## src/rtl/uart_pkg.sv

```systemverilog
// Shared UART definitions.
// Holds the transmit and receive FSM state encodings and the helper that
// turns clock frequency and baud rate into clk cycles per bit.
package uart_pkg;

  typedef enum logic [1:0] {
    TX_IDLE,
    TX_START,
    TX_DATA,
    TX_STOP
  } tx_state_t;

  typedef enum logic [1:0] {
    RX_IDLE,
    RX_START,
    RX_DATA,
    RX_STOP
  } rx_state_t;

  // clk cycles per line bit, truncated
  function automatic int pulse_width(input int clk_freq, input int baud_rate);
    return clk_freq / baud_rate;
  endfunction

endpackage

```

## src/rtl/uart_bit_timer.sv

```systemverilog
// Reloadable bit-period down-counter.
//   clk, rstn : clock, async active-low reset
//   load      : reload the counter with PULSE_WIDTH-1
//   expire    : counter is at zero (last cycle of the current bit)
// The counter holds at zero rather than wrapping.
module uart_bit_timer #(
  parameter int PULSE_WIDTH = 868
) (
  input  logic clk,
  input  logic rstn,
  input  logic load,
  output logic expire
);

  localparam int CW = $clog2(PULSE_WIDTH);

  logic [CW-1:0] clk_cnt;

  always_ff @(posedge clk or negedge rstn) begin
    if (!rstn)                 clk_cnt <= '0;
    else if (load)             clk_cnt <= CW'(PULSE_WIDTH - 1);
    else if (clk_cnt != '0)    clk_cnt <= clk_cnt - CW'(1);
  end

  assign expire = (clk_cnt == '0);

endmodule

```

## src/rtl/uart_tx.sv

```systemverilog
// UART transmitter: 1 start bit, DATA_WIDTH data bits LSB first, 1 stop bit.
//   clk, rstn      : clock, async active-low reset
//   actuator_data  : word from the crossbar, sampled only at the handshake
//   actuator_valid : actuator_data valid
//   actuator_ready : single-entry buffer is empty
//   tx_sig         : serial line, idle high, registered
//   tx_busy        : frame in progress or word buffered
// A word waiting in the buffer when the stop bit ends starts the next
// frame on the following edge, so frames run back-to-back with no gap.
module uart_tx
  import uart_pkg::*;
#(
  parameter int DATA_WIDTH = 8,
  parameter int BAUD_RATE  = 115200,
  parameter int CLK_FREQ   = 100_000_000
) (
  input  logic                  clk,
  input  logic                  rstn,
  input  logic [DATA_WIDTH-1:0] actuator_data,
  input  logic                  actuator_valid,
  output logic                  actuator_ready,
  output logic                  tx_sig,
  output logic                  tx_busy
);

  localparam int PULSE_WIDTH = pulse_width(CLK_FREQ, BAUD_RATE);
  localparam int BW          = $clog2(DATA_WIDTH) + 1;
  localparam logic [BW-1:0] LAST_BIT = BW'(DATA_WIDTH - 1);

  tx_state_t             state;
  logic [DATA_WIDTH-1:0] buf_r;
  logic                  buf_valid;
  logic [DATA_WIDTH-1:0] shift_r;
  logic [BW-1:0]         bit_cnt;
  logic                  load;
  logic                  expire;

  assign actuator_ready = !buf_valid;
  assign tx_busy        = (state != TX_IDLE) || buf_valid;

  // Reload on every bit boundary, and on leaving IDLE/STOP with a new word.
  assign load = (state == TX_IDLE && buf_valid) ||
                (expire && (state == TX_START || state == TX_DATA ||
                            (state == TX_STOP && buf_valid)));

  uart_bit_timer #(.PULSE_WIDTH(PULSE_WIDTH)) u_timer (
    .clk    (clk),
    .rstn   (rstn),
    .load   (load),
    .expire (expire)
  );

  // The buffer only loads when empty and the FSM only takes it when full,
  // so the two buf_valid updates below can never collide on one edge.
  always_ff @(posedge clk or negedge rstn) begin
    if (!rstn) begin
      state     <= TX_IDLE;
      tx_sig    <= 1'b1;
      buf_r     <= '0;
      buf_valid <= 1'b0;
      shift_r   <= '0;
      bit_cnt   <= '0;
    end else begin
      if (actuator_valid && !buf_valid) begin
        buf_r     <= actuator_data;
        buf_valid <= 1'b1;
      end
      case (state)
        TX_IDLE: begin
          tx_sig <= 1'b1;
          if (buf_valid) begin
            shift_r   <= buf_r;
            buf_valid <= 1'b0;
            tx_sig    <= 1'b0;
            state     <= TX_START;
          end
        end
        TX_START: if (expire) begin
          tx_sig  <= shift_r[0];
          bit_cnt <= '0;
          state   <= TX_DATA;
        end
        TX_DATA: if (expire) begin
          if (bit_cnt == LAST_BIT) begin
            tx_sig <= 1'b1;
            state  <= TX_STOP;
          end else begin
            shift_r <= shift_r >> 1;
            tx_sig  <= shift_r[1];
            bit_cnt <= bit_cnt + BW'(1);
          end
        end
        TX_STOP: if (expire) begin
          if (buf_valid) begin
            shift_r   <= buf_r;
            buf_valid <= 1'b0;
            tx_sig    <= 1'b0;
            state     <= TX_START;
          end else begin
            state <= TX_IDLE;
          end
        end
        default: begin
          state  <= TX_IDLE;
          tx_sig <= 1'b1;
        end
      endcase
    end
  end

endmodule

```

## config.mk

```make
export PLATFORM = sky130hd
export DESIGN_NAME = uart_tx
export DESIGN_NICKNAME = d
export VERILOG_FILES = /design/src/rtl/uart_pkg.sv /design/src/rtl/uart_bit_timer.sv /design/src/rtl/uart_tx.sv
export SDC_FILE = /design/constraint.sdc
export NUM_CORES = 1
export LEC_CHECK = 0
export BUFFER_PORTS_ARGS = -buffer_cell sky130_fd_sc_hd__buf_2
export CORE_ASPECT_RATIO = 0.75
export CORE_MARGIN = 2
export CORE_UTILIZATION = 45
export CTS_CLUSTER_SIZE = 12
export DETAILED_ROUTE_END_ITERATION = 10
export GPL_TIMING_DRIVEN = 0
export PLACE_DENSITY_LB_ADDON = 0.12
export SYNTH_ARGS = -nofsm -noshare
export SYNTH_HDL_FRONTEND = slang
export SYNTH_SLANG_ARGS = --single-unit
```

## constraint.sdc

```tcl
create_clock -name clk -period 2.45 [get_ports clk]
set_input_delay 0.3675 -clock clk [delete_from_list [all_inputs] [get_ports clk]]
set_output_delay 0.3675 -clock clk [all_outputs]
set_load 0.02 [all_outputs]
```

Word-level counts from Yosys, hierarchy flattened
Index checks and enable logic that the tools add are counted.
{"block": "word_totals", "ff_bits": 34, "output_inout_bits": 3, "elab_cells": 69}
{"block": "op_classes", "n_addsub": 2, "eq_ne": 11, "mux": 29, "reduce_logical": 20}
{"op": "$mux W8", "count": 4}
{"op": "$pmux W8 S3", "count": 1}
{"op": "$mux W10", "count": 2}
{"op": "$mux W4", "count": 3}
{"op": "$ne A2 B2 Y1 const B", "count": 6}
{"op": "$reduce_and A4 Y1", "count": 3}
{"op": "$logic_not A10 Y1", "count": 1}
{"op": "$mux W1", "count": 10}
{"op": "$mux W2", "count": 5}
{"op": "$reduce_bool A10 Y1", "count": 1}
{"op": "$sub A10 B1 Y10 const B", "count": 1}
{"op": "$pmux W2 S4", "count": 1}
{"op": "$pmux W4 S2", "count": 1}
{"op": "$reduce_bool A2 Y1", "count": 3}
{"op": "$reduce_and A5 Y1", "count": 1}
{"op": "$add A4 B1 Y4 const B", "count": 1}
{"op": "$eq A2 B2 Y1 const B", "count": 2}
{"op": "$eq A4 B3 Y1 const B", "count": 1}
{"op": "$logic_and A1 B1 Y1", "count": 4}
{"op": "$logic_or A1 B1 Y1", "count": 4}
{"op": "$pmux W1 S4", "count": 1}
{"op": "$reduce_bool A3 Y1", "count": 1}
{"op": "$eq A2 B1 Y1 const B", "count": 1}
{"op": "$logic_not A2 Y1", "count": 1}
{"op": "3 further kinds", "count": 3}

Longest topological paths before layout
{"block": "depth", "depth_word": 6, "mapped_depth": 8, "mapped_depth_nobuf": 7}

By module
Synthesis repeated with hierarchy kept, for this count alone.
{"block": "hier_totals", "cells_unflattened": 188, "area_unflattened_um2": 2005.7}
{"mod": "uart_tx", "n_inst": 1, "cells_per_inst": 133, "area_per_inst_um2": 1446.4}
{"mod": "uart_bit_timer", "n_inst": 1, "cells_per_inst": 55, "area_per_inst_um2": 559.3}

Worst setup path after synthesis
Ideal clock, no wire load.
{"block": "synth_timing", "path_type": "register to register", "start": "register u_timer.clk_cnt[0]", "end": "register shift_r[1]", "setup_ns": 0.124, "arrival_time_ns": 1.990, "slack_ns": 0.335, "path_stages_with_launch": 9, "cell_sequence": "dfrtp_1 inv_1 ha_1 or3b_2 clkbuf_1 clkbuf_1 o41ai_1 o311a_1 a211oi_1"}
{"block": "synth_between", "elab_chain_len": 3, "elab_cells_between_ends": 4, "classes_between": "eq/ne: 2; reduce/logical: 2"}
{"item": "start: declaration", "line_no": "uart_bit_timer.sv:17", "source": "logic [CW-1:0] clk_cnt;"}
{"item": "start signal: assignment", "line_no": "uart_bit_timer.sv:21", "source": "else if (load) clk_cnt <= CW'(PULSE_WIDTH - 1);"}
{"item": "start signal: assignment", "line_no": "uart_bit_timer.sv:22", "source": "else if (clk_cnt != '0) clk_cnt <= clk_cnt - CW'(1);"}
{"item": "$logic_not A10 Y1 (*)", "line_no": "uart_bit_timer.sv:25", "source": "assign expire = (clk_cnt == '0);"}
{"item": "$ne A2 B2 Y1 (no line)"}
{"item": "$reduce_and A4 Y1 (no line) (*)"}
{"item": "end signal: assignment", "line_no": "uart_tx.sv:72", "source": "shift_r <= buf_r;"}
{"item": "end signal: assignment", "line_no": "uart_tx.sv:88", "source": "shift_r <= shift_r >> 1;"}
{"item": "end signal: assignment", "line_no": "uart_tx.sv:95", "source": "shift_r <= buf_r;"}
{"item": "end: declaration", "line_no": "uart_tx.sv:33", "source": "logic [DATA_WIDTH-1:0] shift_r;"}
Mark *: on every way between the ends. The rest lies on a longest branch, timed or not.
A chain may end at the register's enable or synchronous reset.

Worst setup path in the final report
{"block": "layout_timing", "start": "register u_timer.clk_cnt[0]", "end": "register shift_r[4]"}
The elaborated chain is that of the path after synthesis.

==> results.json <==
{
  "worst_pin_slew_ns": 0.756,
  "num_antenna_cells": 0,
  "status": "completed",
  "port_buffers": 13,
  "fin_cells": 283,
  "hold_viol": 0,
  "synth_top_area_cell": "dfrtp_1",
  "whs_ns": 0.156,
  "async_flop_share": 1.00,
  "grt-ovfl-total": 0,
  "clk_latency_ns": 0.28,
  "syn_nets": 223,
  "drc": 0,
  "path_cells": "inv_1 > ha_1 > or3b_2 > buf_2 > o41ai_1 > o311a_1 > a211oi_1",
  "yosys-top-cells-count": "dfrtp_1, inv_1, a21oi_1",
  "avgSynthCellArea_um2": 9.52,
  "startpoint_type": "register",
  "core_area_um2": 4130,
  "highest_layer": "met4",
  "dp_cells": 274,
  "cp_max_fo": 10,
  "synth_ff_type": "dfrtp_1",
  "cp.required_ns": 2.62,
  "place_area_um2": 2090,
  "synth_area_um2": 1960,
  "synth.distinct_cells": 49,
  "multi_input_area_um2": 997,
  "powerDensity_nw_per_um2": 1220,
  "antenna_found_initial": 0,
  "maxCapViolCount": 0,
  "ys_seq_elements": 34,
  "grt_pass1_wl_mm": 7.68,
  "end_kind": "register",
  "hold_class": "in2async",
  "synth_top_area_frac": 0.421,
  "fin_nets": 244,
  "drt_iter0_drc": 169,
  "pre_cts_slack_ns": 0.0671,
  "synthTopCellsByArea": "dfrtp_1, a21oi_1, inv_1",
  "io_pins": 14,
  "cts_sinks": 34,
  "leakage_nw": 0.929,
  "drt-pass1-iter-count": 4,
  "setup_ws_ns": 0.173,
  "met3WireLength_um": 186,
  "clkSlewWorstSetupHoldPaths_ns": 0.07,
  "cts_root_buffer": "clkbuf_8",
  "vdd_drop_max_uv": 742,
  "min_period_ns": 2.28,
  "rsz0062_at_grt": "false",
  "area_growth_pct": 13.8,
  "r2r-start": "u_timer.clk_cnt[0]",
  "path_class": "reg2reg",
  "synth_seq_area_share": 0.435,
  "synth-edff-count": 0,
  "grt_util_all_layers": 0.204,
  "grt_pass1_vias": 1545,
  "start_util": 0.475,
  "synth-warning-count": 0,
  "ctsHoldBuffers": 0,
  "nFillCells": 392,
  "cts_max_level": 2,
  "cp_slowest_cell": "or3b_2",
  "dr_wl_met2_mm": 1.90,
  "r2r_slack_ns": 0.17,
  "wl_met1_mm": 2.21,
  "clk_path_buf_depth": 2,
  "fmax_mhz": 439,
  "numCtsBuffers": 5,
  "fin_skew_ns": 0.00265,
  "synth_cells": 206,
  "fin_crit_sh": 0.929,
  "finalSetupTns_ns": 0,
  "fp-row-count": 20,
  "antenna_left": 0,
  "viasPerCell": 5.80,
  "hpwl_mm": 3.19,
  "power.total_mw": 2.73,
  "grt_max_degree": 35,
  "dieArea_um2": 4910,
  "routed_wl_mm": 4.33,
  "setup_viol_count_final": 0,
  "register_area_um2": 852,
  "utilization": 0.541,
  "relSlewSlack": 0.496,
  "critPathMaxStageDelay_ns": 0.57,
  "slew_violations": 0,
  "vias": 1640,
  "fp.dieW_um": 80.2,
  "synth.most_common_cell": "dfrtp_1",
  "gp_congestion": 0.822,
  "drive_above_1_share": 0.189,
  "cts_tree": "built",
  "worstRegToRegCells": 7,
  "cp.arrival_ns": 2.44,
  "fin_area_um2": 2230,
  "wl_per_cell_um": 15.3,
  "r2r_end": "shift_r[4]",
  "die_h_um": 61.2
}
kinds of logic (layout without fill, tap and decap cells):
kind of cell               after synthesis  count (layout)  share of synthesized area
AOI/OAI and AO/OA                       70              70                      0.251
xor gates and xnor gates                 1               1                    0.00447
adders and majority gates                6               6                     0.0383
buffers and inverters                   35              57                     0.0734
DFF                                     34              34                      0.435
muxes                                    5               5                     0.0281
and+or+nand+nor                         55              55                      0.170
cell type report:
class / count / area share
multi-input combinational: 137 / 0.447
sequential: 34 / 0.382
clock buffer: 7 / 0.0387
timing repair buffer: 15 / 0.0359
inverter: 21 / 0.0353
tap: 55 / 0.0308
buffer: 13 / 0.0286
clock inverter: 1 / 0.00224
routing by layer:
| layer | vias to the layer above | GRT usage |
|---|---|---|
| li1 | 808 | - |
| met1 | 793 | 0.307 |
| met2 | 37 | 0.310 |
| met3 | 2 | 0.0396 |
| met4 | 0 | 0.0436 |
| met5 | - | 0 |
registers in the layout (all words and copies together), names as in the netlist:
signal and cells:
buf_valid 1, state 2, tx_sig 1, shift_r 8
u_timer.clk_cnt 10, bit_cnt 4, buf_r 8
how the worst max path moves through the flow:
stage	slack (ns)	cells after the start	endpoint	startpoint
3_5_place_dp	0.07	8	shift_r[3]	u_timer.clk_cnt[0]
2_1_floorplan	0.34	8	shift_r[1]	u_timer.clk_cnt[0]
3_3_place_gp	0.09	8	shift_r[3]	u_timer.clk_cnt[0]
6_report	0.17	7	shift_r[4]	u_timer.clk_cnt[0]
4_1_cts	0.05	8	shift_r[3]	u_timer.clk_cnt[0]
5_1_grt	0.04	7	tx_sig	bit_cnt[0]
placed cells by master (no fill, tap or decap), drive strengths merged, types with 2 or more instances in the layout:
cell type  netlist  routed
dfrtp           33      33
inv             21      21
buf              3      19
a21oi           18      18
o21ai           16      16
clkbuf          11      16
nand2           12      12
nor2             9       9
a211oi           8       8
o41ai            8       8
o311a            7       7
ha               6       6
nand3            5       5
nor3             4       4
mux2             4       4
or4              4       4
nor4             4       4
o31ai            3       3
nor2b            2       2
or3b             2       2
o21a             2       2
and2             2       2
nand2b           2       2
or3              2       2
nand4            2       2
critical path, delay by kind of cell (launching register included):
kind                       cells  cell delay [ns]
buffers and inverters          2             0.33
AOI/OAI and AO/OA              3             0.66
adders and majority gates      1             0.20
DFF                            1             0.40
and+or+nand+nor                1             0.57
timing repair:
item / 4_1_cts / 5_1_grt
buffers inserted: 0 / 2
gates resized for setup: 0 / 10
setup endpoints to repair: 0 / 12
report_power, final:
group | total [mW] | switching (mW) | leakage (nW) | internal [mW]
registers | 1.01 | 0.196 | 0.403 | 0.809
clock network | 0.423 | 0.196 | 0.0482 | 0.227
logic | 1.30 | 0.740 | 0.477 | 0.561
Note: power is estimated with default switching activity, not from simulation.
